$ cat config.mk
export PLATFORM = sky130hd
export DESIGN_NAME = pool_stream_ctrl
export DESIGN_NICKNAME = d
export VERILOG_FILES = /design/src/rtl/pool_stream_ctrl.sv
export SDC_FILE = /design/constraint.sdc
export NUM_CORES = 1
export LEC_CHECK = 0
export ABC_AREA = 1
export CORE_ASPECT_RATIO = 0.7
export CORE_MARGIN = 10
export CORE_UTILIZATION = 50
export CTS_CLUSTER_DIAMETER = 80
export DETAILED_ROUTE_END_ITERATION = 6
export GPL_TIMING_DRIVEN = 0
export PLACE_DENSITY = 0.77
export SYNTH_ARGS = -nofsm -noshare
export SYNTH_HDL_FRONTEND = slang
export SYNTH_SLANG_ARGS = --single-unit
$ cat constraint.sdc
create_clock -name clk -period 3.2 [get_ports clk]
set_clock_uncertainty 0.15 [all_clocks]
set_input_delay 0.32 -clock clk [delete_from_list [all_inputs] [get_ports clk]]
set_output_delay 0.32 -clock clk [all_outputs]
set_load 0.005 [all_outputs]
$ cat src/rtl/pool_stream_ctrl.sv
// pool_stream_ctrl: streaming 2x2/stride-2 pooling sequencer for one NxN signed map per frame.
// Pixels arrive in raster order; even-row pair results wait in a line buffer until the odd row
// completes each window. Default build averages; define POOL_MAX_EN for max pooling.
module pool_stream_ctrl #(
  parameter int unsigned N = 4,
  parameter int unsigned W = 16
) (
  input  logic         clk,
  input  logic         rst_n,
  input  logic         start,
  input  logic         in_valid,
  input  logic [W-1:0] in_data,
  output logic         in_ready,
  output logic         out_valid,
  output logic [W-1:0] out_data,
  input  logic         out_ready,
  output logic         busy,
  output logic         done
);

  localparam int unsigned CW = (N > 2) ? $clog2(N) : 1;
  localparam int unsigned HW = (CW > 1) ? CW - 1 : 1;
  localparam int unsigned LD = 2 ** HW;
`ifdef POOL_MAX_EN
  localparam int unsigned LBW = W;
`else
  localparam int unsigned LBW = W + 1;
  localparam int unsigned SW  = W + 2;
`endif

  typedef enum logic [1:0] {IDLE, EVEN, ODD, DRAIN} state_t;

  state_t                state, state_nxt;
  logic [CW-1:0]         col, row;
  logic signed [W-1:0]   hold;
  logic signed [LBW-1:0] linebuf [LD];
  logic [HW-1:0]         lb_idx;
  logic signed [LBW-1:0] pair_c;
  logic signed [W-1:0]   result_c;
  logic                  accept_c, col_last_c, row_last_c, out_fire_c, result_c_en;

  assign accept_c    = in_valid && in_ready;
  assign col_last_c  = (col == CW'(N - 1));
  assign row_last_c  = (row == CW'(N - 1));
  assign out_fire_c  = out_valid && out_ready;
  assign lb_idx      = HW'(col >> 1);
  assign result_c_en = accept_c && (state == ODD) && col[0];

  // State register
  always_ff @(posedge clk or negedge rst_n) begin
    if (!rst_n) state <= IDLE;
    else        state <= state_nxt;
  end

  // Next-state logic
  always_comb begin
    state_nxt = state;
    case (state)
      IDLE:  if (start) state_nxt = EVEN;
      EVEN:  if (accept_c && col_last_c) state_nxt = ODD;
      ODD:   if (accept_c && col_last_c) state_nxt = row_last_c ? DRAIN : EVEN;
      DRAIN: if (out_fire_c) state_nxt = IDLE;
      default: state_nxt = IDLE;
    endcase
  end

  // Input handshake: accept only while streaming and no unaccepted result is blocking
  always_comb begin
    in_ready = 1'b0;
    if ((state == EVEN) || (state == ODD)) in_ready = !(out_valid && !out_ready);
  end

  // Window arithmetic: pair of horizontally adjacent pixels, then combine with buffered pair
`ifdef POOL_MAX_EN
  always_comb begin
    pair_c   = (hold > $signed(in_data)) ? hold : $signed(in_data);
    result_c = (linebuf[lb_idx] > pair_c) ? linebuf[lb_idx] : pair_c;
  end
`else
  logic signed [SW-1:0] sum_c;
  always_comb begin
    pair_c   = LBW'(hold) + LBW'($signed(in_data));
    sum_c    = SW'(linebuf[lb_idx]) + SW'(pair_c);
    result_c = W'(sum_c >>> 2);
  end
`endif

  // Raster counters and even-column pixel hold
  always_ff @(posedge clk or negedge rst_n) begin
    if (!rst_n) begin
      col  <= '0;
      row  <= '0;
      hold <= '0;
    end else if ((state == IDLE) && start) begin
      col <= '0;
      row <= '0;
    end else if (accept_c) begin
      if (!col[0]) hold <= $signed(in_data);
      if (col_last_c) begin
        col <= '0;
        row <= row_last_c ? '0 : row + CW'(1);
      end else begin
        col <= col + CW'(1);
      end
    end
  end

  // Line buffer holds even-row pair results until the odd row reaches the same column pair
  always_ff @(posedge clk) begin
    if (accept_c && (state == EVEN) && col[0]) linebuf[lb_idx] <= pair_c;
  end

  // Output register plus busy/done status
  always_ff @(posedge clk or negedge rst_n) begin
    if (!rst_n) begin
      out_valid <= 1'b0;
      out_data  <= '0;
      busy      <= 1'b0;
      done      <= 1'b0;
    end else begin
      if (result_c_en) begin
        out_valid <= 1'b1;
        out_data  <= result_c;
      end else if (out_fire_c) begin
        out_valid <= 1'b0;
      end
      done <= (state == DRAIN) && out_fire_c;
      if ((state == IDLE) && start)            busy <= 1'b1;
      else if ((state == DRAIN) && out_fire_c) busy <= 1'b0;
    end
  end

endmodule
==> results of run 1 <==
## worst max-delay path by stage
stage               cells after the start                       end  slack (ps)
global route                           19  out_data[15]$_DFFE_PN0P_        -220
detailed placement                     20  out_data[13]$_DFFE_PN0P_        -690
floorplan                              19  out_data[13]$_DFFE_PN0P_         100
global placement                       20  out_data[13]$_DFFE_PN0P_        -650
CTS                                    20  out_data[13]$_DFFE_PN0P_           5
finish                                 17   out_data[9]$_DFFE_PN0P_         -40
## cell usage after synthesis, types with 2 or more instances
master	n	area, um^2
clkbuf_1	3	11.26
ha_1	38	475.5
nand2_2	7	43.79
nand3_2	3	30.03
inv_2	2	7.510
nand2_1	130	488.0
nand3_1	21	105.1
o21ai_0	27	135.1
o21bai_1	4	30.03
mux2_1	3	33.78
buf_6	2	22.52
nor3_1	7	35.03
o21ai_1	2	10.01
edfxtp_1	34	1021
nand4_1	2	12.51
dfrtp_1	41	1026
a21o_1	2	15.01
mux2_2	13	146.4
nor2_2	2	12.51
xor2_1	13	113.9
a21oi_1	29	145.1
nand2_4	4	45.04
a31oi_1	3	18.77
nor2_1	19	71.32
xnor2_1	11	96.34
inv_1	38	142.6
## registers in the layout (all words and copies together), names as in the netlist
register / cells
linebuf: 34
hold: 16
out_data: 16
col: 2
row: 2
state: 2
busy: 1
done: 1
out_valid: 1
## through the flow
step           cell area [um^2]  instances  hold WS (ps)
3_3_place_gp               4969        631         318.0
4_1_cts                    5517        659         221.6
2_1_floorplan              4418        471        -125.6
3_5_place_dp               5024        634         161.0
5_1_grt                    5931        671         183.4
6_report                   5931        671         173.0
## routing by layer
layer  up-vias  track usage  wire, um
met3        14      0.04361       449
met5         -            0         0
met4         0      0.04216       152
met1      1711       0.1810      4500
met2        63       0.2621      5680
li1       1739            -         -
## timing repair
action,CTS,global route
endpoints found under the hold margin,18,0
pin swaps,16,33
hold buffers,1,0
setup endpoints to repair,8,10
resized for setup,30,63
setup buffers,8,12
## layout make-up
| cell class | instances | area [um^2] | area share |
|---|---|---|---|
| tap | 120 | 150.1 | 0.02532 |
| inverter | 40 | 150.1 | 0.02532 |
| multi-input combinational | 349 | 2625 | 0.4426 |
| clock buffer | 12 | 236.5 | 0.03987 |
| timing repair buffer | 64 | 633.1 | 0.1068 |
| clock inverter | 4 | 42.54 | 0.007173 |
| buffer | 7 | 46.29 | 0.007806 |
| sequential | 75 | 2047 | 0.3451 |
## cells by family after synthesis
logic type / count (synthesis) / synth area share
buffers and inverters: 47 / 0.04446
multiplexers: 16 / 0.04078
AO/OA/AOI/OAI: 72 / 0.09346
flip-flops: 75 / 0.4633
XOR/XNOR: 24 / 0.04758
adder cells (fa/ha/maj): 39 / 0.1122
AND/OR/NAND/NOR: 198 / 0.1982
## worst register-to-register path, cell delays in order (launching register included)
cell	delay, ps
dfrtp_1	400
ha_4	180
fa_2	340
nand3_2	100
nand2_4	80
a21oi_4	170
o21ai_2	90
a21oi_2	180
xnor2_2	160
ha_1	310
a21oi_1	130
o21ai_1	90
a21oi_1	170
nand2_2	80
buf_4	130
buf_4	120
xor2_1	150
o21ai_0	140
==> qor.csv, run 1 <==
stage,metric,value,unit
drt,ANT nets after route,0,
clock_network,CTS Sinks,75,
floorplan,Initial Utilization,0.5190,
setup_path,Reg-to-Reg Start,hold[0]$_DFFE_PN0P_,
clock_network,CTS tree,done,
setup_path,worst-path cell chain,ha_4 -> fa_2 -> nand3_2 -> nand2_4 -> a21oi_4 -> o21ai_2 -> a21oi_2 -> xnor2_2 -> ha_1 -> a21oi_1 -> o21ai_1 -> a21oi_1 -> nand2_2 -> buf_4 -> buf_4 -> xor2_1 -> o21ai_0,
layout,"commonest non-fill, non-tap cell in the layout",nand2_1,
sta,Fin. Hold Viols,0,
drt,vias per inst,5.256,
layout,n_diodes,0,
layout,"Core Util, Final",0.6966,
setup_path,Top Family by Delay on Critical Path,compound AO/OA/AOI/OAI gates,
floorplan,row cnt,28,
setup_path,critical path startpoint,hold[0]$_DFFE_PN0P_,
drt,total number of vias,3527,
setup_path,WP data arrival,3350,ps
sta,fin. max-slew vios,0,
clock_network,htree depth,3,
drt,DRC violations left,0,
drt,final wirelength,10.78,mm
synthesis,"Top FF cell, synth",dfrtp_1,
synthesis,register bit count reported by yosys,75,
synthesis,Post-synth EDFFs,34,
setup_path,r2r worst-path depth,17,
drt,Routed WL per cell,16.07,um
layout,area grow syn2layout,34.24,%
floorplan,Die X,132.4,um
synthesis,syn_area_per_cell,9.380,um^2
grt,largest net degree at the start of global routing,24,
setup_path,worst r2r dst,out_data[9]$_DFFE_PN0P_,
place,I/O Buffers,40,
grt,GRT Total Usage,0.1516,
sta,Tightest Pin Transition,591.2,ps
setup_path,worst stage delay on the critical path,400,ps
run_status,failing checks,negative setup slack,
sta,# setup viols final,3,
synthesis,Synth Net Count,531,
setup_path,CP bufs+invs,2,
setup_path,"Max stage delay cell, worst path",dfrtp_1,
sta,final worst setup slack,-38.37,ps
layout,most frequent cells in the layout,"nand2_1, dfrtp_1, inv_1",
layout,# fillers,620,
setup_path,crit path max fanout,4,
clock_network,clk buf depth,2,
floorplan,Die ar.,13060,um^2
synthesis,post-synthesis sequential area ratio,0.4633,
place,RePlAce Congestion,0.8425,
synthesis,Syn Std Cell Area,4418,um^2
sta,Max Clk Rate,308.8,MHz
layout,share of cells above drive strength 1,0.2432,
clock_network,CTS Buf Count,9,
drt,initial drt markers,177,
floorplan,core box area,8513,um^2
place,DP Worst Slack,-690.0,ps
sta,sum of negative setup slack,-93.18,ps
floorplan,die height,98.65,um
worst_hold_path,hold endpoint,hold[3]$_DFFE_PN0P_,
worst_hold_path,Min-Delay Path Class,in -> reg,
synthesis,Post-synth ARST share,0.5467,
layout,Final nets,606,
grt,vias in the first global route,3548,
clock_network,Clock transition at path regs,60,ps
job,MaxCap Viol Count,0,
run_status,run status,"finished, violations left",
synthesis,"Warnings, synthesis",0,
place,HPWL Detailed,7.125,mm
clock_network,Root Buffer Master,clkbuf_16,
synthesis,Syn Inst Count,471,
setup_path,CP endpoint kind,flop,
sta,Period minus WS final,3238,ps
setup_path,Worst EP required,3310,ps
grt,antenna violations before repair,0,
sta,Worst slew margin,0.6037,
grt,gr ovfl total,0,
clock_network,insertion delay to the later sink of the worst-skew pair,340,ps
grt,global-route wire length before repair,16.57,mm
sta,unrepaired setup endpoints after global routing,yes,
setup_path,worst setup path class,reg -> reg,
synthesis,Cell variety after synth,37,
worst_hold_path,hold_sp,in_data[3],
floorplan,I/O pins,41,
setup_path,"setup slack, reg-to-reg",-40,ps
sta,Final Cycle Share,1.012,
worst_hold_path,hold path cells,2,
setup_path,CP startpoint kind,flop,
drt,First-pass DRT Iterations,4,
Power of run 1 is not shown: default switching activity piles up to over one toggle a cycle in this logic, so the estimate is an artifact.
==> run 2, diff against run 1 <==
--- a/config.mk
+++ b/config.mk
@@ -6,7 +6,7 @@
 export NUM_CORES = 1
 export LEC_CHECK = 0
 export ABC_AREA = 1
-export CORE_ASPECT_RATIO = 0.7
+export CORE_ASPECT_RATIO = 2
 export CORE_MARGIN = 10
 export CORE_UTILIZATION = 50
 export CTS_CLUSTER_DIAMETER = 80
==> run 2 against run 1 <==
  * The flow still finishes with violations (negative setup slack)
  * Fmax fell by 0.34%
  * Sequential cell count did not move
  * Global-route usage down 0.25 points
  * Utilization is 0.91 points lower
  * Cell count down 2.5%
  * Critical path depth rose by 2
  * First-iteration DRC count is 66% higher
  * Critical endpoint is now out_data[14]$_DFFE_PN0P_
  * Highest routed layer unchanged
==> qor.csv, run 2 (same netlist as run 1, synthesis figures left out) <==
stage,metric,value,unit
run_status,run status,"finished, violations left",
run_status,failing checks,negative setup slack,
sta,Fin. Hold Viols,0,
drt,First-pass DRT Iterations,4,
layout,max reg flops,34,
drt,total number of vias,3627,
drt,initial drt markers,294,
sta,worst hold slack,166.4,ps
drt,final wirelength,10.82,mm
grt,gr ovfl total,0,
setup_path,worst stage delay on the critical path,410,ps
layout,register area,2047,um^2
floorplan,row cnt,48,
setup_path,CP bufs+invs,2,
layout,Final nets,609,
layout,most frequent cells in the layout,"nand2_1, dfrtp_1, inv_1",
sta,final worst setup slack,-49.45,ps
setup_path,worst setup path class,reg -> reg,
clock_network,htree depth,3,
job,MaxCap Viol Count,0,
sta,Period minus WS final,3249,ps
sta,fin. max-slew vios,0,
layout,"commonest non-fill, non-tap cell in the layout",nand2_1,
drt,DRC violations left,0,
floorplan,core box area,8648,um^2
setup_path,worst-path cell chain,ha_4 -> buf_4 -> nand2_1 -> nor2_2 -> a21oi_4 -> buf_4 -> xor2_2 -> ha_2 -> nand2_1 -> o21ai_1 -> a21oi_1 -> nand2_1 -> nand4_1 -> nand2_4 -> nand2_2 -> nand2_1 -> nand2_1 -> nand3_1 -> nand2_1,
place,RePlAce Congestion,0.8367,
layout,area grow syn2layout,34.58,%
clock_network,Root Buffer Master,clkbuf_16,
drt,ANT nets after route,0,
grt,global-route wire length before repair,16.19,mm
sta,# setup viols final,2,
clock_network,CTS tree,done,
layout,cell area after layout,5946,um^2
layout,multi-input logic area,2599,um^2
grt,vias in the first global route,3720,
worst_hold_path,Min-Delay Path Class,in -> reg,
place,I/O Buffers,40,
layout,Largest Register,linebuf,
place,Post-DP Area,4991,um^2
sta,sum of negative setup slack,-51.49,ps
floorplan,die height,152.9,um
clock_network,CTS Sinks,75,
floorplan,Die X,86.47,um
layout,biggest regs,"linebuf (34), hold (16), out_data (16)",
layout,# fillers,637,
setup_path,CP startpoint kind,flop,
floorplan,Die ar.,13220,um^2
layout,share of cells above drive strength 1,0.2708,
sta,Max Clk Rate,307.7,MHz
clock_network,CTS Buf Count,9,
grt,GRT Total Usage,0.1490,
setup_path,CP endpoint kind,flop,
clock_network,clk buf depth,2,
setup_path,crit path max fanout,5,
floorplan,Initial Utilization,0.5109,
clock_network,Clock transition at path regs,60,ps
drt,Routed WL per cell,16.54,um
setup_path,WP data arrival,3330,ps
layout,n_diodes,0,
grt,antenna violations before repair,0,
setup_path,Top Family by Delay on Critical Path,simple AND/OR/NAND/NOR gates,
sta,Tightest Pin Transition,582.2,ps
place,HPWL Detailed,6.990,mm
setup_path,crit-path most repeated cell,nand2_1,
drt,vias per inst,5.546,
sta,Final Cycle Share,1.015,
clock_network,insertion delay to the later sink of the worst-skew pair,340,ps
floorplan,I/O pins,41,
sta,unrepaired setup endpoints after global routing,yes,
sta,Worst slew margin,0.6098,
setup_path,"Max stage delay cell, worst path",dfrtp_1,
grt,largest net degree at the start of global routing,42,
setup_path,Worst EP required,3280,ps
==> run 2: changes by cell type in the layout (fill, tap and decap cells not counted), sizes merged <==
cell,change
buf,+3
clkbuf,-3
bufinv,+2
dlygate4sd2,+2
dlymetal6s2s,-2
clkinvlp,+1
==> run 2: metal layers <==
| layer | vias up | wire, um | track usage |
|---|---|---|---|
| li1 | 1745 | - | - |
| met3 | 28 | 380 | 0.02714 |
| met5 | - | 0 | 0 |
| met1 | 1757 | 4013 | 0.1454 |
| met4 | 0 | 384 | 0.08146 |
| met2 | 97 | 6038 | 0.2774 |
==> run 2: repair_timing <==
action	4_1_cts	5_1_grt
pin swaps	22	42
hold buffers	1	0
endpoints found under the setup margin	8	9
resized for setup	33	63
setup buffers	11	12
endpoints found under the hold margin	41	0
==> run 2: final timing paths <==
check / from / end / slack, ps / cells past startpoint
max: hold[4]$_DFFE_PN0P_ / out_data[14]$_DFFE_PN0P_ / -50 / 19
min: in_data[5] / hold[5]$_DFFE_PN0P_ / 170 / 2
max reg2reg: hold[4]$_DFFE_PN0P_ / out_data[14]$_DFFE_PN0P_ / -50 / 19
min reg2reg: out_data[14]$_DFFE_PN0P_ / out_data[14]$_DFFE_PN0P_ / 330 / 2
max in group asynchronous: rst_n / hold[9]$_DFFE_PN0P_ / 2360 / 3
min in group asynchronous: rst_n / done$_DFF_PN0_ / 330 / 3
==> run 2: layout make-up <==
class | instances | share of cell area
repair buffers | 67 | 0.1071
multi-input cells | 349 | 0.4371
inverters | 40 | 0.02525
flip-flops and latches | 75 | 0.3443
clock inverters | 7 | 0.01957
plain buffers | 7 | 0.007786
clock buffers | 9 | 0.03788
well taps | 100 | 0.02104
==> run 2: metrics by stage <==
stage,setup slack (ps),util,cells
3_5_place_dp,-717.0,0.5771,614
2_1_floorplan,97.77,-,471
6_report,-49.45,0.6875,654
5_1_grt,-187.6,0.6875,654
3_3_place_gp,-627.1,0.5716,611
4_1_cts,-25.06,0.6428,642
Power of run 2 is left out for the same reason.
